**config.mk**
```make
export PLATFORM = sky130hd
export DESIGN_NAME = unified_mem_port_flat
export DESIGN_NICKNAME = d
export VERILOG_FILES = /design/src/rtl/unified_mem_port_if.sv /design/src/rtl/unified_mem_port.sv /design/src/flat_wrapper.sv
export SDC_FILE = /design/constraint.sdc
export NUM_CORES = 1
export LEC_CHECK = 0
export ABC_AREA = 1
export BUFFER_PORTS_ARGS = -buffer_cell sky130_fd_sc_hd__buf_2
export CORE_AREA = 2 2 106 108
export CTS_CLUSTER_SIZE = 28
export DETAILED_ROUTE_END_ITERATION = 7
export DIE_AREA = 0 0 108 110
export GPL_TIMING_DRIVEN = 0
export PLACE_DENSITY = 0.83
export SLEW_MARGIN = 40
export SYNTH_ARGS = -nofsm -noshare
export SYNTH_HDL_FRONTEND = slang
export SYNTH_SLANG_ARGS = --single-unit
```
**constraint.sdc**
```tcl
create_clock -name clk -period 1.5 [get_ports clk]
set_input_delay 0.225 -clock clk [delete_from_list [all_inputs] [get_ports clk]]
set_output_delay 0.225 -clock clk [all_outputs]
set_load 0.03 [all_outputs]
```
**src/rtl/unified_mem_port_if.sv**
```systemverilog
// rtl/unified_mem_port_if.sv - unified memory bus between the core front end and memory
//
// Purpose: groups the single-ported memory request/response signals.
// Signals:
//   mem_req   - request valid (master -> slave)
//   mem_we    - write enable (master -> slave)
//   mem_be    - byte enables, one per 8-bit lane (master -> slave)
//   mem_addr  - word-aligned byte address (master -> slave)
//   mem_wdata - lane-positioned store data (master -> slave)
//   mem_rdata - read word (slave -> master)
//   mem_ready - request completes this cycle (slave -> master)
// Modports: master (front end), slave (memory).

interface unified_mem_port_if #(
  parameter int XLEN = 32
) ();
  logic            mem_req;
  logic            mem_we;
  logic [3:0]      mem_be;
  logic [XLEN-1:0] mem_addr;
  logic [XLEN-1:0] mem_wdata;
  logic [XLEN-1:0] mem_rdata;
  logic            mem_ready;

  modport master (
    output mem_req, mem_we, mem_be, mem_addr, mem_wdata,
    input  mem_rdata, mem_ready
  );

  modport slave (
    input  mem_req, mem_we, mem_be, mem_addr, mem_wdata,
    output mem_rdata, mem_ready
  );
endinterface

```
**src/rtl/unified_mem_port.sv**
```systemverilog
// rtl/unified_mem_port.sv - tick_tock memory front end sharing one memory between fetch and data
//
// Purpose: alternates a single-ported memory between instruction fetch
// (tick_tock = 1) and data load/store (tick_tock = 0), captures fetched
// instructions and extended load data, and stalls the core until the
// current phase completes.
// Ports:
//   clk, rst          - clock, synchronous active-high reset
//   pc_in             - fetch byte address
//   dmem_rd/dmem_wr   - MEM-stage load/store request (store wins)
//   dmem_funct3       - RV32I load/store size and sign
//   dmem_addr         - data byte address
//   dmem_wdata        - right-justified store data
//   tick_tock         - phase, 1 = FETCH, 0 = DATA
//   stall             - current phase not yet complete
//   inst_out          - last completed fetch word
//   load_data         - last completed load, extended
//   misalign_err      - misaligned access trapped this cycle
//   mem               - memory bus (master side)
// Optional feature: define MISALIGN_TRAP_EN to trap misaligned halfword/word
// accesses instead of forcing their low address bits to zero.

module unified_mem_port #(
  parameter int              XLEN       = 32,
  parameter logic [XLEN-1:0] RESET_INST = 32'h00000013
) (
  input  logic             clk,
  input  logic             rst,
  input  logic [XLEN-1:0]  pc_in,
  input  logic             dmem_rd,
  input  logic             dmem_wr,
  input  logic [2:0]       dmem_funct3,
  input  logic [XLEN-1:0]  dmem_addr,
  input  logic [XLEN-1:0]  dmem_wdata,
  output logic             tick_tock,
  output logic             stall,
  output logic [XLEN-1:0]  inst_out,
  output logic [XLEN-1:0]  load_data,
  output logic             misalign_err,
  unified_mem_port_if.master mem
);

  logic            access;
  logic            is_store;
  logic            is_load;
  logic            sz_byte;
  logic            sz_half;
  logic            trap;
  logic            data_req;
  logic            phase_complete;
  logic [1:0]      off;
  logic [XLEN-1:0] lane;
  logic [XLEN-1:0] load_ext;

  always_comb begin
    is_store = dmem_wr;
    is_load  = dmem_rd & ~dmem_wr;
    access   = dmem_rd | dmem_wr;

    // funct3[2] set is only meaningful for loads (unsigned); on a store it is
    // undefined and falls back to a word access.
    sz_byte = (dmem_funct3[1:0] == 2'b00) && (is_load || !dmem_funct3[2]);
    sz_half = (dmem_funct3[1:0] == 2'b01) && (is_load || !dmem_funct3[2]);

    // Effective lane offset: offset bits below the access size are dropped,
    // which is also the non-trapping treatment of misaligned accesses.
    if (sz_byte)      off = dmem_addr[1:0];
    else if (sz_half) off = {dmem_addr[1], 1'b0};
    else              off = 2'b00;

`ifdef MISALIGN_TRAP_EN
    trap = access && ((sz_half && dmem_addr[0]) ||
                      (!sz_byte && !sz_half && (dmem_addr[1:0] != 2'b00)));
    misalign_err = ~rst & ~tick_tock & trap;
`else
    trap = 1'b0;
    misalign_err = 1'b0;
`endif

    data_req = access & ~trap;

    // mem_ready only counts while a request is actually issued.
    if (tick_tock || data_req) phase_complete = mem.mem_ready;
    else                       phase_complete = 1'b1;
    stall = ~phase_complete;

    mem.mem_req  = ~rst & (tick_tock | data_req);
    mem.mem_we   = ~tick_tock & is_store;
    mem.mem_addr = (tick_tock ? pc_in : dmem_addr) & ~(XLEN'(3));

    if (tick_tock || !is_store) mem.mem_be = 4'b1111;
    else if (sz_byte)           mem.mem_be = 4'b0001 << off;
    else if (sz_half)           mem.mem_be = off[1] ? 4'b1100 : 4'b0011;
    else                        mem.mem_be = 4'b1111;

    // Replicating narrow store data puts it on whichever lane is enabled.
    if (sz_byte)      mem.mem_wdata = {4{dmem_wdata[7:0]}};
    else if (sz_half) mem.mem_wdata = {2{dmem_wdata[15:0]}};
    else              mem.mem_wdata = dmem_wdata;

    lane = mem.mem_rdata >> {off, 3'b000};
    if (sz_byte)
      load_ext = {{(XLEN-8){~dmem_funct3[2] & lane[7]}}, lane[7:0]};
    else if (sz_half)
      load_ext = {{(XLEN-16){~dmem_funct3[2] & lane[15]}}, lane[15:0]};
    else
      load_ext = lane;
  end

  always_ff @(posedge clk) begin
    if (rst) begin
      tick_tock <= 1'b1;
      inst_out  <= RESET_INST;
      load_data <= '0;
    end else if (phase_complete) begin
      tick_tock <= ~tick_tock;
      if (tick_tock)
        inst_out <= mem.mem_rdata;
      else if (is_load && data_req)
        load_data <= load_ext;
    end
  end

endmodule

```
**src/flat_wrapper.sv**
```systemverilog
// flat-port wrapper written by rule: the top's interface ports become plain ports
module unified_mem_port_flat 
#(
  parameter int              XLEN       = 32,
  parameter logic [XLEN-1:0] RESET_INST = 32'h00000013
)
  (clk, rst, pc_in, dmem_rd, dmem_wr, dmem_funct3, dmem_addr, dmem_wdata, tick_tock, stall, inst_out, load_data, misalign_err, mem_mem_req, mem_mem_we, mem_mem_be, mem_mem_addr, mem_mem_wdata, mem_mem_rdata, mem_mem_ready);
  unified_mem_port_if #(.XLEN(XLEN)) mem_i ();
  input  logic clk;
  input  logic rst;
  input  logic [XLEN-1:0] pc_in;
  input  logic dmem_rd;
  input  logic dmem_wr;
  input  logic [2:0] dmem_funct3;
  input  logic [XLEN-1:0] dmem_addr;
  input  logic [XLEN-1:0] dmem_wdata;
  output logic tick_tock;
  output logic stall;
  output logic [XLEN-1:0] inst_out;
  output logic [XLEN-1:0] load_data;
  output logic misalign_err;
  output wire logic [$bits(mem_i.mem_req)-1:0] mem_mem_req;
  output wire logic [$bits(mem_i.mem_we)-1:0] mem_mem_we;
  output wire logic [$bits(mem_i.mem_be)-1:0] mem_mem_be;
  output wire logic [$bits(mem_i.mem_addr)-1:0] mem_mem_addr;
  output wire logic [$bits(mem_i.mem_wdata)-1:0] mem_mem_wdata;
  input wire logic [$bits(mem_i.mem_rdata)-1:0] mem_mem_rdata;
  input wire logic [$bits(mem_i.mem_ready)-1:0] mem_mem_ready;
  assign mem_mem_req = mem_i.mem_req;
  assign mem_mem_we = mem_i.mem_we;
  assign mem_mem_be = mem_i.mem_be;
  assign mem_mem_addr = mem_i.mem_addr;
  assign mem_mem_wdata = mem_i.mem_wdata;
  assign mem_i.mem_rdata = mem_mem_rdata;
  assign mem_i.mem_ready = mem_mem_ready;
  unified_mem_port #(.XLEN(XLEN), .RESET_INST(RESET_INST)) u_core (.clk(clk), .rst(rst), .pc_in(pc_in), .dmem_rd(dmem_rd), .dmem_wr(dmem_wr), .dmem_funct3(dmem_funct3), .dmem_addr(dmem_addr), .dmem_wdata(dmem_wdata), .tick_tock(tick_tock), .stall(stall), .inst_out(inst_out), .load_data(load_data), .misalign_err(misalign_err), .mem(mem_i));
endmodule
```
==> flow_metrics.env <==
export IMPL_finalInstanceArea_um2=6250
export IMPL_met3WireLength_mm=1.65
export IMPL_maxCapViolations=0
export IMPL_ys_types=31
export IMPL_synth_area_um2=3950
export IMPL_placed_cells=1040
export IMPL_synthArstFlopShare_pct=0
export IMPL_drt_met1_wl_mm=6.42
export IMPL_finalCriticalPeriod_ns=1.56
export IMPL_cts_max_level=3
export IMPL_synth_mux_area_share_pct=0
export IMPL_switching_power_w=0.00211
export IMPL_cp_top_family="flip-flops"
export IMPL_synth_top_family_by_area="simple AND/OR/NAND/NOR gates"
export IMPL_yosys_area_share_simple_pct=31.7
export IMPL_dpl_hpwl_mm=12.4
export IMPL_num_rows=38
export IMPL_power_density_nw_per_um2=901
export IMPL_drive_gt1_share_pct=41.3
export IMPL_power_frac_clock_pct=30.0
export IMPL_crit_start="u_core.tick_tock"
export IMPL_netlist_top_cells_area="dfxtp_1 (33%), nand2_1 (23%), o21ai_0 (12%), inv_1 (4.4%), a21oi_1 (3.8%)"
export IMPL_rr_worst_depth=8
export IMPL_grt_pass1_vias=4743
export IMPL_ys_seq_area_share_pct=33.0
export IMPL_critPathKind="reg -> out"
export IMPL_io_pins=273
export IMPL_worstSetupEndpoint="mem_mem_be[2]"
export IMPL_worstPathMaxFanout=6
export IMPL_design_core_area_um2=10700
export IMPL_hold_viol_final=0
export IMPL_dpl_cell_area_um2=5470
export IMPL_combPwrFrac_pct=36.6
export IMPL_met2WireLength_mm=7.57
export IMPL_route_top_layer_used="met4"
export IMPL_cts_made_buffers=9
export IMPL_internal_power_w=0.00352
export IMPL_p_leak_nw=3.59
export IMPL_antennaDiodeCount=0
export IMPL_dr_pass1_iters=5
export IMPL_num_vias=5272
export IMPL_cts_path_max_buffers=2
export IMPL_synthCells=631
export IMPL_synth_top_area_share_pct=33.0
export IMPL_setup_violations=3
export IMPL_swShare_pct=37.5
export IMPL_areaGrowthSynthToFinish_pct=58.4
export IMPL_rsz0062_at_grt="true"
export IMPL_yosysMostFrequentCell="nand2_1"
export IMPL_yosysWarnings=0
export IMPL_dominantRegCellSynth="dfxtp_1"
export IMPL_grt_overflow=0
export IMPL_cpPeakStageDelay_ns=0.38
export IMPL_clk_latency_ns=0.35
export IMPL_cp_depth=4
export IMPL_startpoint_type="flip-flop"
export IMPL_end_kind="output port"
export IMPL_die_w_um=108
export IMPL_cts_sinks=65
export IMPL_syn_mean_instance_area_um2=6.25
export IMPL_required_ns=1.27
export IMPL_slew_violations=0
export IMPL_cts_tree="yes"
export IMPL_final_nets=1066
export IMPL_finalClockSkew_ns=0.00999
export IMPL_p_seq_share_pct=33.4
export IMPL_synth_compound_area_share_pct=23.1
export IMPL_dieArea_um2=11900
export IMPL_drtIter0Drc=276
export IMPL_netlist_top_cells_count="nand2_1 (240), o21ai_0 (92), dfxtp_1 (65), inv_1 (46), a21oi_1 (30)"
export IMPL_violations="negative setup slack"
export IMPL_clk_pin_slew_worst_paths_ns=0.07
export IMPL_r2r_end="u_core.load_data[6]"
export IMPL_antenna_found_initial=0
export IMPL_worstPathArrival_ns=1.33
export IMPL_final_cells=1075
export IMPL_synth_fa_ha_area_share_pct=0
export IMPL_wire_per_inst_um=15.0
export IMPL_routed_via_density=4.90
export IMPL_fmax_mhz=643
export IMPL_cts_root_buf="clkbuf_8"
export IMPL_r2r_start="u_core.tick_tock"
export IMPL_grt_pass1_wl_mm=23.7
export IMPL_crit_buf_inv=2
export IMPL_vdd_drop_max_v=0.000433
export IMPL_synth_edf_count=0
export IMPL_fin_ws_ns=-0.0554
export IMPL_status="complete, but fails checks"
export IMPL_grt_max_degree=13
export IMPL_io_buffer_count=267
export IMPL_postRouteAntennaNets=0
export IMPL_synth_seq_cells=65
export IMPL_synthXorXnorAreaFrac_pct=0
export IMPL_holdCritPathClass="in -> reg"
export IMPL_grt_usage_pct=25.6
export IMPL_crit_chain="buf_6 -> nor2_4 -> o211ai_1 -> buf_4"
export IMPL_fp_dieH_um=110
export IMPL_routed_wl_mm=16.1
export IMPL_period_share_pct=104
export IMPL_gp_congestion=0.931
export IMPL_reg2reg_slack_ns=0.11
export IMPL_critPathSlowestCell="dfxtp_4"
export IMPL_start_util_pct=36.9
export IMPL_yosys_area_top_type="dfxtp_1"
export IMPL_drc=0
## logic make-up (layout without fill, tap and decap cells)
logic type	after synthesis	count (layout)
buffers and inverters	104	405
AND/OR/NAND/NOR	300	301
AO/OA/AOI/OAI	161	161
flip-flops	65	65
other	1	3
## timing repair
action | CTS | global route
hold buffers | 0 | 0
setup buffers | 7 | 12
pin swaps | 7 | 12
gates resized for setup | 108 | 43
cloned | 1 | 2
endpoints found under the setup margin | 116 | 93
## state kept, by name, indices dropped and copies added, names as in the netlist
| name | cells |
|---|---|
| u_core.load_data | 32 |
| u_core.inst_out | 32 |
| u_core.tick_tock | 1 |
## placed cells by master (no fill, tap or decap), types with 2 or more instances in the layout
cell type  count
clkbuf_2       3
nand2_1      231
buf_2        232
clkbuf_4       2
dfxtp_1       64
nand4_1        4
o21ai_1        6
o211ai_1      15
clkinv_4       2
nand3_1       15
nand2_4        3
a21oi_2       10
inv_6          2
buf_8          5
inv_1         43
o21ai_0       86
a21oi_1       30
clkbuf_1       9
nor2_1        27
o21bai_1      10
inv_2          4
bufinv_16      2
nor2_4         4
conb_1         3
clkbuf_8      10
nand3_2        2
nand3_4        2
buf_4         51
inv_4          4
nand2_2        9
buf_6         31
nand2_8        2
## worst reg2reg max path, delay by kind of cell (launching register included)
family	cells	cell delay (ns)
flip-flops	1	0.38
AND/OR/NAND/NOR	2	0.26
buffers and inverters	5	0.56
AO/OA/AOI/OAI	1	0.10
## worst min path at each step
stage	slack, ns	cells after the start	to	from
floorplan	0.32	2	u_core.tick_tock	rst
global placement	0.45	3	u_core.inst_out[1]	mem_mem_rdata[1]
detailed placement	0.46	3	u_core.inst_out[1]	mem_mem_rdata[1]
CTS	0.1	3	u_core.inst_out[1]	mem_mem_rdata[1]
global route	0.11	3	u_core.inst_out[0]	mem_mem_rdata[0]
finish	0.11	3	u_core.inst_out[1]	mem_mem_rdata[1]
## cell type report
class                           instances  area [µm²]
Clock buffer                           10         128
Tap cell                              140         175
Clock inverter                          6        91.3
Buffer                                 47         378
Sequential cell                        65        1310
Multi-Input combinational cell        465        2250
Fill cell                            1029        4450
Inverter                               54         225
Timing Repair Buffer                  288        1690
## layer usage
layer / track usage, % / up-vias
met5: 0 / -
met4: 9.16 / 0
met3: 8.70 / 43
met2: 42.9 / 287
met1: 30.8 / 2320
li1: - / 2622
## power by group through the flow
stage / registers, W / logic, W / clock network [W]
floorplan: 0.00211 / 0.000963 / 0
global placement: 0.00191 / 0.00177 / 0
detailed placement: 0.00191 / 0.00179 / 0
CTS: 0.00188 / 0.00197 / 0.00170
global route: 0.00189 / 0.00221 / 0.00175
finish: 0.00188 / 0.00206 / 0.00169
## per-stage QoR
stage / total power, W / setup TNS, ns / worst slack (ns) / util (%) / hold slack (ns)
final: 0.00563 / -0.0709 / -0.0554 / 58.4 / 0.111
after global routing: 0.00585 / -0.863 / -0.102 / 58.4 / 0.111
after CTS: 0.00555 / -0.378 / -0.0373 / 56.8 / 0.0986
after detailed placement: 0.00370 / -19.79 / -0.429 / 51.2 / 0.458
after global placement: 0.00369 / -20.71 / -0.460 / 51.2 / 0.454
after floorplan: 0.00307 / -0.0131 / -0.0131 / - / 0.324
Note: power is estimated with default switching activity, not from simulation.
